[src/rtl/vga_timing_pkg.sv]
// rtl/vga_timing_pkg.sv - VGA timing constants and shared pixel feeder types
package vga_timing_pkg;

  // 800x524 frame geometry shared with the pixel generator
  localparam int H_VISIBLE = 640;
  localparam int H_TOTAL   = 800;
  localparam int V_VISIBLE = 480;
  localparam int V_TOTAL   = 524;

  // System clock runs at four times the pixel rate
  localparam int CLK_DIV   = 4;

  typedef enum logic [1:0] {
    HUNT,
    ARMED,
    STREAM
  } feeder_state_t;

  typedef struct packed {
    logic       sof;
    logic [7:0] data;
  } pix_word_t;

endpackage

[src/rtl/pixel_fifo.sv]
// rtl/pixel_fifo.sv - synchronous FIFO with registered occupancy and combinational head
module pixel_fifo #(
  parameter int DEPTH = 16,
  parameter int WIDTH = 9
) (
  input  logic                     clk,
  input  logic                     rst_n,
  input  logic                     push,
  input  logic [WIDTH-1:0]         push_data,
  input  logic                     pop,
  output logic                     full,
  output logic                     empty,
  output logic [$clog2(DEPTH):0]   level,
  output logic [WIDTH-1:0]         head
);

  localparam int AW = $clog2(DEPTH);
  localparam int LW = AW + 1;

  logic [WIDTH-1:0] mem_q [DEPTH];
  logic [AW-1:0]    wr_ptr_q, wr_ptr_d;
  logic [AW-1:0]    rd_ptr_q, rd_ptr_d;
  logic [LW-1:0]    level_q,  level_d;
  logic             push_ok,  pop_ok;

  assign full    = (level_q == LW'(DEPTH));
  assign empty   = (level_q == '0);
  assign level   = level_q;
  assign head    = mem_q[rd_ptr_q];
  assign push_ok = push && !full;
  assign pop_ok  = pop && !empty;

  // Pointer and occupancy update; simultaneous push and pop leaves the level unchanged
  always_comb begin
    wr_ptr_d = wr_ptr_q;
    rd_ptr_d = rd_ptr_q;
    level_d  = level_q;
    if (push_ok) wr_ptr_d = wr_ptr_q + AW'(1);
    if (pop_ok)  rd_ptr_d = rd_ptr_q + AW'(1);
    case ({push_ok, pop_ok})
      2'b10:   level_d = level_q + LW'(1);
      2'b01:   level_d = level_q - LW'(1);
      default: level_d = level_q;
    endcase
  end

  // Pointer and level registers; reset empties the FIFO
  always_ff @(posedge clk or negedge rst_n) begin
    if (!rst_n) begin
      wr_ptr_q <= '0;
      rd_ptr_q <= '0;
      level_q  <= '0;
    end else begin
      wr_ptr_q <= wr_ptr_d;
      rd_ptr_q <= rd_ptr_d;
      level_q  <= level_d;
    end
  end

  // Storage array; contents are don't-care while the pointers say empty
  always_ff @(posedge clk) begin
    if (push_ok) mem_q[wr_ptr_q] <= push_data;
  end

endmodule

[src/rtl/vga_pixel_feeder.sv]
// rtl/vga_pixel_feeder.sv - frame-aligned pixel byte feeder for the VGA generator (FEEDER_STATS_EN adds counters)
module vga_pixel_feeder #(
  parameter int         FIFO_DEPTH = 16,
  parameter int         H_VISIBLE  = vga_timing_pkg::H_VISIBLE,
  parameter int         H_TOTAL    = vga_timing_pkg::H_TOTAL,
  parameter int         V_VISIBLE  = vga_timing_pkg::V_VISIBLE,
  parameter int         V_TOTAL    = vga_timing_pkg::V_TOTAL,
  parameter logic [7:0] FILL_COLOR = 8'h00
) (
  input  logic                          clock,
  input  logic                          resetN,
  input  logic [7:0]                    inData,
  input  logic                          inSof,
  input  logic                          inValid,
  output logic                          inReady,
  output logic [7:0]                    pixelOut,
  output logic                          synced,
  output logic                          underflow,
  output logic [$clog2(FIFO_DEPTH):0]   fifoLevel
`ifdef FEEDER_STATS_EN
  ,
  output logic [15:0]                   underflowCount,
  output logic [15:0]                   misalignCount
`endif
);

  import vga_timing_pkg::*;

  localparam int PHASE_W = $clog2(CLK_DIV);
  localparam int HW      = $clog2(H_TOTAL);
  localparam int VW      = $clog2(V_TOTAL);

  logic [PHASE_W-1:0] phase_q, phase_d;
  logic [HW-1:0]      h_cnt_q, h_cnt_d;
  logic [VW-1:0]      v_cnt_q, v_cnt_d;
  feeder_state_t      state_q, state_d;
  logic [7:0]         pix_q,   pix_d;
  logic               underflow_q, underflow_d;
  logic               misalign_evt;

  logic               tick;
  logic               visible;
  logic               at_origin;

  logic               fifo_push;
  logic               fifo_pop;
  logic               fifo_full;
  logic               fifo_empty;
  logic [8:0]         fifo_head;
  pix_word_t          head_w;
  pix_word_t          push_w;

  assign tick      = (phase_q == PHASE_W'(CLK_DIV - 1));
  assign visible   = (h_cnt_q < HW'(H_VISIBLE)) && (v_cnt_q < VW'(V_VISIBLE));
  assign at_origin = (h_cnt_q == '0) && (v_cnt_q == '0);

  assign push_w    = '{sof: inSof, data: inData};
  assign head_w    = pix_word_t'(fifo_head);
  assign inReady   = !fifo_full;
  assign fifo_push = inValid && inReady;

  assign pixelOut  = pix_q;
  assign synced    = (state_q == STREAM);
  assign underflow = underflow_q;

  pixel_fifo #(
    .DEPTH (FIFO_DEPTH),
    .WIDTH ($bits(pix_word_t))
  ) u_fifo (
    .clk       (clock),
    .rst_n     (resetN),
    .push      (fifo_push),
    .push_data (push_w),
    .pop       (fifo_pop),
    .full      (fifo_full),
    .empty     (fifo_empty),
    .level     (fifoLevel),
    .head      (fifo_head)
  );

  // Pixel-slot timing: phase divides the clock, counters step once per tick
  always_comb begin
    phase_d = phase_q + PHASE_W'(1);
    h_cnt_d = h_cnt_q;
    v_cnt_d = v_cnt_q;
    if (tick) begin
      if (h_cnt_q == HW'(H_TOTAL - 1)) begin
        h_cnt_d = '0;
        v_cnt_d = (v_cnt_q == VW'(V_TOTAL - 1)) ? '0 : v_cnt_q + VW'(1);
      end else begin
        h_cnt_d = h_cnt_q + HW'(1);
      end
    end
  end

  // Alignment FSM: discard until SOF, wait for frame origin, then feed one byte per visible slot
  always_comb begin
    state_d      = state_q;
    pix_d        = pix_q;
    underflow_d  = 1'b0;
    misalign_evt = 1'b0;
    fifo_pop     = 1'b0;
    case (state_q)
      HUNT: begin
        if (!fifo_empty) begin
          if (head_w.sof) state_d  = ARMED;
          else            fifo_pop = 1'b1;
        end
        if (tick) pix_d = FILL_COLOR;
      end
      ARMED: begin
        if (tick) begin
          if (at_origin && !fifo_empty) begin
            fifo_pop = 1'b1;
            pix_d    = head_w.data;
            state_d  = STREAM;
          end else begin
            pix_d    = FILL_COLOR;
          end
        end
      end
      STREAM: begin
        if (tick) begin
          if (!visible) begin
            pix_d = FILL_COLOR;
          end else if (fifo_empty) begin
            pix_d       = FILL_COLOR;
            underflow_d = 1'b1;
            state_d     = HUNT;
          end else if (!head_w.sof || at_origin) begin
            fifo_pop = 1'b1;
            pix_d    = head_w.data;
          end else begin
            // SOF arrived early: keep it for the next frame origin
            pix_d        = FILL_COLOR;
            misalign_evt = 1'b1;
            state_d      = ARMED;
          end
        end
      end
      default: begin
        state_d = HUNT;
        pix_d   = FILL_COLOR;
      end
    endcase
  end

  // Timing, FSM and output registers
  always_ff @(posedge clock or negedge resetN) begin
    if (!resetN) begin
      phase_q     <= '0;
      h_cnt_q     <= '0;
      v_cnt_q     <= '0;
      state_q     <= HUNT;
      pix_q       <= FILL_COLOR;
      underflow_q <= 1'b0;
    end else begin
      phase_q     <= phase_d;
      h_cnt_q     <= h_cnt_d;
      v_cnt_q     <= v_cnt_d;
      state_q     <= state_d;
      pix_q       <= pix_d;
      underflow_q <= underflow_d;
    end
  end

`ifdef FEEDER_STATS_EN
  logic [15:0] uf_cnt_q, uf_cnt_d;
  logic [15:0] ma_cnt_q, ma_cnt_d;

  assign underflowCount = uf_cnt_q;
  assign misalignCount  = ma_cnt_q;

  // Saturating event counters
  always_comb begin
    uf_cnt_d = uf_cnt_q;
    ma_cnt_d = ma_cnt_q;
    if (underflow_d  && (uf_cnt_q != 16'hFFFF)) uf_cnt_d = uf_cnt_q + 16'd1;
    if (misalign_evt && (ma_cnt_q != 16'hFFFF)) ma_cnt_d = ma_cnt_q + 16'd1;
  end

  // Counter registers
  always_ff @(posedge clock or negedge resetN) begin
    if (!resetN) begin
      uf_cnt_q <= '0;
      ma_cnt_q <= '0;
    end else begin
      uf_cnt_q <= uf_cnt_d;
      ma_cnt_q <= ma_cnt_d;
    end
  end
`endif

endmodule

[config.mk]
export PLATFORM = sky130hd
export DESIGN_NAME = vga_pixel_feeder
export DESIGN_NICKNAME = d
export VERILOG_FILES = /design/src/rtl/vga_timing_pkg.sv /design/src/rtl/pixel_fifo.sv /design/src/rtl/vga_pixel_feeder.sv
export SDC_FILE = /design/constraint.sdc
export NUM_CORES = 1
export LEC_CHECK = 0
export CORE_MARGIN = 5
export CORE_UTILIZATION = 36
export CTS_CLUSTER_DIAMETER = 40
export DETAILED_ROUTE_END_ITERATION = 10
export PLACE_DENSITY_LB_ADDON = 0.12
export SLEW_MARGIN = 20
export SYNTH_ARGS = -nofsm -noshare
export SYNTH_HDL_FRONTEND = slang
export SYNTH_SLANG_ARGS = --single-unit
[constraint.sdc]
create_clock -name clock -period 8.75 [get_ports clock]
set_input_delay 2.625 -clock clock [delete_from_list [all_inputs] [get_ports clock]]
set_output_delay 2.625 -clock clock [all_outputs]
set_load 0.02 [all_outputs]
After elaboration in Yosys (flattened, before gate mapping)
Memory sizes are Yosys's and may differ from the RTL's.
Index checks and enable logic that the tools add are counted.
- RAM bits: 144
- bits of input ports: 12
- bits in read-only memories: 0
- bits in latches: 0
- register bits: 46
- logic and storage cells: 88
- memories: 1
- output and inout bits: 16
- memories (memory ; depth ; bits a word ; rd ports ; clocked after Yosys merged registers in ; wr ports ; RTL line ; text):
    u_fifo.mem_q ; 16 ; 9 ; 1 ; 0 ; 1 ; pixel_fifo.sv:20 ; logic [WIDTH-1:0] mem_q [DEPTH];
- shift-type cells: 0
- $lt $le $gt $ge: 2
- add/subtract/negate cells: 7
- multiplexer cells: 35
- divide/modulo/power cells: 0
- bitwise operators: 0
- reductions and logical operators: 18
- multiply operators: 0
- equal/unequal tests: 16
- operators by type and width (kind ; count):
    two-way mux 8 bit ; 7
    case mux 8 bit (3 select lines) ; 1
    adder 10 x 1 -> 10 bit (second input constant) ; 2
    equality test 10 bit (second input constant) ; 2
    logical NOT 10 bit ; 2
    two-way mux 10 bit ; 2
    two-way mux 2 bit ; 8
    two-way mux 1 bit ; 14
    less-than comparator 10 bit (second input constant) ; 1
    less-than comparator 10 x 9 -> 1 bit (second input constant) ; 1
    inequality test 2 bit (second input constant) ; 5
    case mux 5 bit (2 select lines) ; 1
    adder 4 x 1 -> 4 bit (second input constant) ; 2
    AND reduction 7 bit ; 1
    equality test 2 bit (second input constant) ; 3
    logical AND 1 bit ; 6
    case mux 2 bit (3 select lines) ; 1
    adder 5 x 1 -> 5 bit (second input constant) ; 1
    equality test 5 bit (second input constant) ; 1
    logical NOT 5 bit ; 1
    subtractor 5 x 1 -> 5 bit (second input constant) ; 1
    equality test 2 x 1 -> 1 bit (second input constant) ; 2
    inequality test 2 x 1 -> 1 bit (second input constant) ; 2
    logical NOT 1 bit ; 3
    8 further kinds ; 8

Longest topological paths before layout
- depth in word-level cells: 11
- depth in mapped cells: 17
- gate-level depth less buffers: 17

By module
A second synthesis with hierarchy kept.
- cell total of the unflattened synthesis: 523
- area, all modules: 8107.8 um^2
- modules (own cells, without submodules) (module ; area each (um^2) ; cells an instance ; times used):
    pixel_fifo ; 6416.2 ; 361 ; 1
    vga_pixel_feeder ; 1691.6 ; 162 ; 1

Least setup slack after synthesis
Ideal clock, no wire load.
- path kind: input-to-reg
- start point: in inValid
- end point: reg u_fifo.level_q[4] (netlist: u_fifo.level[4])
- cell stages on the path: 12
- slack: 4.385 ns
- arrival: 4.232 ns
- path buffers: 1
- data required time: 8.617 ns
- cell sequence: and2_1 clkbuf_1 inv_1 ha_1 inv_1 fa_1 inv_1 a21o_1 a21oi_1 xnor2_1 nor2_1 xor2_1
- word-level cells in the longest chain between the ends: 4
- elaborated cells between the ends (all ways): 6
- those cells by class: eq/ne: 2; mux: 1; reduce/logical: 3
- ends and longest elaborated chain (element ; RTL line ; text):
    start, declared ; vga_pixel_feeder.sv:14 ; input logic inValid,
    logical AND 1 bit * ; vga_pixel_feeder.sv:60 ; assign fifo_push = inValid && inReady;
    logical AND 1 bit * ; pixel_fifo.sv:30 ; assign push_ok = push && !full;
    equality test 2 x 1 -> 1 bit / equality test 2 bit (equally long branches) ; pixel_fifo.sv:40 ; case ({push_ok, pop_ok})
    case mux 5 bit (2 select lines) / nonzero test 2 bit (equally long branches) ; - ;
    end signal, assigned ; pixel_fifo.sv:56 ; level_q <= level_d;
    end, declared ; pixel_fifo.sv:23 ; logic [LW-1:0] level_q, level_d;
Every way passes the cells marked *; elsewhere a longest branch is shown, timed or not.
A chain may end at the register's enable or synchronous reset.

Worst setup path after layout
- start point: reg u_fifo.level_q[1] (netlist: u_fifo.level[1])
- end point: out inReady
- word-level cells in the longest chain between the ends: 2
- ends and longest elaborated chain (element ; RTL line ; text):
    equality test 5 bit ; pixel_fifo.sv:26 ; assign full = (level_q == LW'(DEPTH));
    logical NOT 1 bit ; vga_pixel_feeder.sv:59 ; assign inReady = !fifo_full;
    end, declared ; vga_pixel_feeder.sv:15 ; output logic inReady,
Every way passes these cells.

==> results.py <==
metrics = {
    "floorplan": {
        "ios": 28,
        "coreArea_um2": 21890,
        "die-area_um2": 25400,
        "die_h_um": 159.4,
        "initial_core_util_pct": 36.69,
        "rows": 54,
        "die_w_um": 159.4,
    },
    "cts": {
        "clock_latency_ns": 0.45,
        "cts-root-buf": "clkbuf_16",
        "numCtsBuffers": 17,
        "cts_max_level": 4,
        "cts_tree": "done",
        "clock_sinks": 190,
        "postCtsHoldBufs": 0,
        "cts_buffer_depth": 2,
        "post-cts-setup-buffer-count": 0,
        "cts_resized": 0,
        "clkTransAtPathRegs_ns": 0.08,
    },
    "global_routing": {
        "antenna_found_initial": 0,
        "grt_pass1_wl_mm": 27.19,
        "grt_usage_pct": 14.23,
        "grt_start_max_net_pins": 47,
        "grt_overflow": 0,
        "grt_pass1_vias": 4362,
    },
    "synthesis": {
        "avgSynthCellArea_um2": 16.60,
        "ys_ff_latch": 190,
        "synth.top_cell.area_share_pct": 53.83,
        "synth_compound_area_share_pct": 3.614,
        "synth_top_family_by_area": "multiplexers",
        "ys.flop_type": "edfxtp_1",
        "syn_nets": 515,
        "synth_cell_types": 49,
        "synthSimpleGateAreaFrac_pct": 7.492,
        "yosysTopAreaCell": "edfxtp_1",
        "muxShareOfSynthArea_pct": 13.13,
        "syn_inst": 484,
        "ys_top_cells_by_area": "edfxtp_1, dfrtp_1, mux4_2, ha_1, xnor2_1",
        "synthAdderAreaFrac_pct": 3.053,
        "synth-xor-area-share_pct": 2.181,
        "synth_edf_count": 144,
        "synth.yosys.seq_area_share_pct": 68.16,
        "netlist_area_um2": 8033,
        "ys_warn_count": 0,
        "async_reset_ff_share_pct": 24.21,
    },
    "route": {
        "drt_iter0_markers": 247,
        "drc_errors": 0,
        "routed_via_density": 5.121,
        "drt-total-wl_mm": 17.30,
        "vias": 4138,
        "first_pass_iters": 5,
        "routedWlPerCell_um": 21.41,
        "drtAntennaViolNets": 0,
    },
    "pwr": {
        "swShare_pct": 33.33,
        "power_frac_clock_pct": 28.3,
        "ir_drop_mv": 0.1240,
        "power.internal_mw": 1.864,
        "seqPwrFrac_pct": 42.1,
        "power.switching_mw": 0.9317,
        "power.density_nw_per_um2": 302.7,
        "combPwrFrac_pct": 29.6,
        "leakage_nw": 3.300,
    },
    "placed_design": {
        "placed_area_um2": 8600,
        "placedCellCount": 776,
        "gp_congestion": 0.7650,
        "io_buffers": 27,
        "hpwl_mm": 11.77,
    },
    "sta": {
        "tns_ns": 0,
        "hold_viol": 0,
        "rsz0062_at_grt": "no",
        "setup_viol": 0,
        "min_period_ns": 4.845,
        "worstMarginPinSlew_ns": 0.9164,
        "finClkSkew_ns": 0.02289,
        "drv_slew": 0,
        "post-route-period-util_pct": 55.37,
        "max_slew_margin_pct": 38.68,
        "holdWs_ns": 0.4406,
        "max_freq_ghz": 0.2064,
    },
    "layout": {
        "diodes": 0,
        "finalInstanceArea_um2": 9236,
        "fin_cells": 808,
        "regArea_um2": 5477,
        "nNetsFinal": 546,
        "syn_to_final_growth_pct": 14.98,
        "multiInputGateArea_um2": 2372,
        "drive_gt1_share_pct": 17.80,
        "most-common-layout-cells": "edfxtp_1, dfrtp_1, mux4_2",
        "layout_commonest_cell": "edfxtp_1",
        "fillers": 1955,
    },
    "critical_path": {
        "worstPathRequired_ns": 6.12,
        "start_kind": "flop",
        "critical_path_class": "reg2out",
        "crit_family": "simple AND/OR/NAND/NOR gates",
        "path_buf_inv": 1,
        "worst_setup_path_end_kind": "primary output",
        "worst_ep_arrival_time_ns": 2.22,
        "critPathMaxStageDelay_ns": 0.64,
        "cp_slowest_cell": "nor4_1",
        "cp_max_fo": 5,
        "crit_path_cell_trace": "nor4_1, nand2_1, clkdlybuf4s50_1",
    },
    "run_status": {
        "outcome": "complete, no violations",
    },
    "min_path": {
        "hp-class": "reg2reg",
    },
    "run": {
        "max_cap_violations": 0,
    },
}
[power groups by stage]
stage               clock, mW  sequential [mW]  combinational, mW
floorplan                   0             1.15              0.602
CTS                     0.811             1.18              0.845
finish                  0.792             1.18              0.827
global placement            0             1.19              0.837
detailed placement          0             1.20              0.842
global route            0.851             1.19              0.899
[Yosys cell counts, types with 4 or more instances]
master    count
a21o_1        4
a21oi_1       5
a31oi_1       4
and3_1        7
buf_2         8
clkbuf_1      8
dfrtp_1      46
edfxtp_1    144
ha_1         18
inv_1        24
mux2i_1       6
mux4_2       42
nand2_1      33
nand2b_1      5
nand3_1       7
nand4_1       6
nor2_1       24
nor2b_1       6
nor3_1        6
o21ai_0      14
o21ai_1       9
xnor2_1      15
xor2_1        5
[worst reg2reg max path, cell delays in order, from the launching register on]
cell and delay, ns:
dfrtp_1 0.93, mux4_2 0.61, mux2_2 0.30, nand2_1 0.09, o221a_2 0.21, o21ai_2 0.12, inv_1 0.08, ha_1 0.22
inv_1 0.10, fa_1 0.41, inv_1 0.07, a21o_1 0.10, a21oi_1 0.07, xnor2_1 0.13, nor2_1 0.06, xor2_1 0.14
[routing by layer]
layer  part of all wire, %  vias up  global-route usage (%)
met4                  0.98        0                   4.188
met3                   3.5       12                   3.029
li1                      -     1923                       -
met1                    47     2144                   19.95
met5                     0        -                       0
met2                    48       59                   22.49
[path summary, 6_finish.rpt]
check                                                from                        endpoint  slack (ns)  depth (start not counted)
max in group asynchronous                          resetN  u_fifo.rd_ptr_q[0]$_DFFE_PN0P_        6.00                          2
min reg2reg                          phase_q[0]$_DFF_PN0_            phase_q[0]$_DFF_PN0_        0.44                          1
min in group asynchronous                          resetN          v_cnt_q[4]$_DFFE_PN0P_        2.27                          2
min                                  phase_q[0]$_DFF_PN0_            phase_q[0]$_DFF_PN0_        0.44                          1
max                           u_fifo.level[1]$_DFFE_PN0P_                         inReady        3.90                          3
max reg2reg                u_fifo.rd_ptr_q[2]$_DFFE_PN0P_     u_fifo.level[4]$_DFFE_PN0P_        4.98                         15
[cell type report]
class / count / area share [%]
clock inverter: 15 / 2.289
timing repair buffer: 33 / 3.360
inverter: 24 / 0.9753
multi-input combinational: 249 / 25.68
tap: 280 / 3.793
sequential: 190 / 59.29
clock buffer: 17 / 4.606
[metrics by stage]
stage                     utilization, %  power [mW]  setup WS, ns
after floorplan                        -       1.756         4.385
after global placement             39.26       2.032         3.701
after detailed placement           39.28       2.040         3.740
after CTS                          42.19       2.835         3.873
after global routing               42.19       2.940         3.766
final                              42.19       2.795         3.905
[kinds of logic (layout without fill, tap and decap cells)]
group	count (synthesis)	after routing
flops	190	190
simple gates	111	111
mux	52	52
compound gates	47	47
buf+inv	45	89
xor+xnor	20	20
fa+ha+maj	19	19
[state kept, by name, summed over array words and instances, names as in the netlist]
name	flops
u_fifo.mem_q	144
h_cnt_q	10
v_cnt_q	10
pixelOut	8
u_fifo.level	5
u_fifo.rd_ptr_q	4
u_fifo.wr_ptr_q	4
phase_q	2
state_q	2
underflow	1
(Power assumes the default switching activity.)
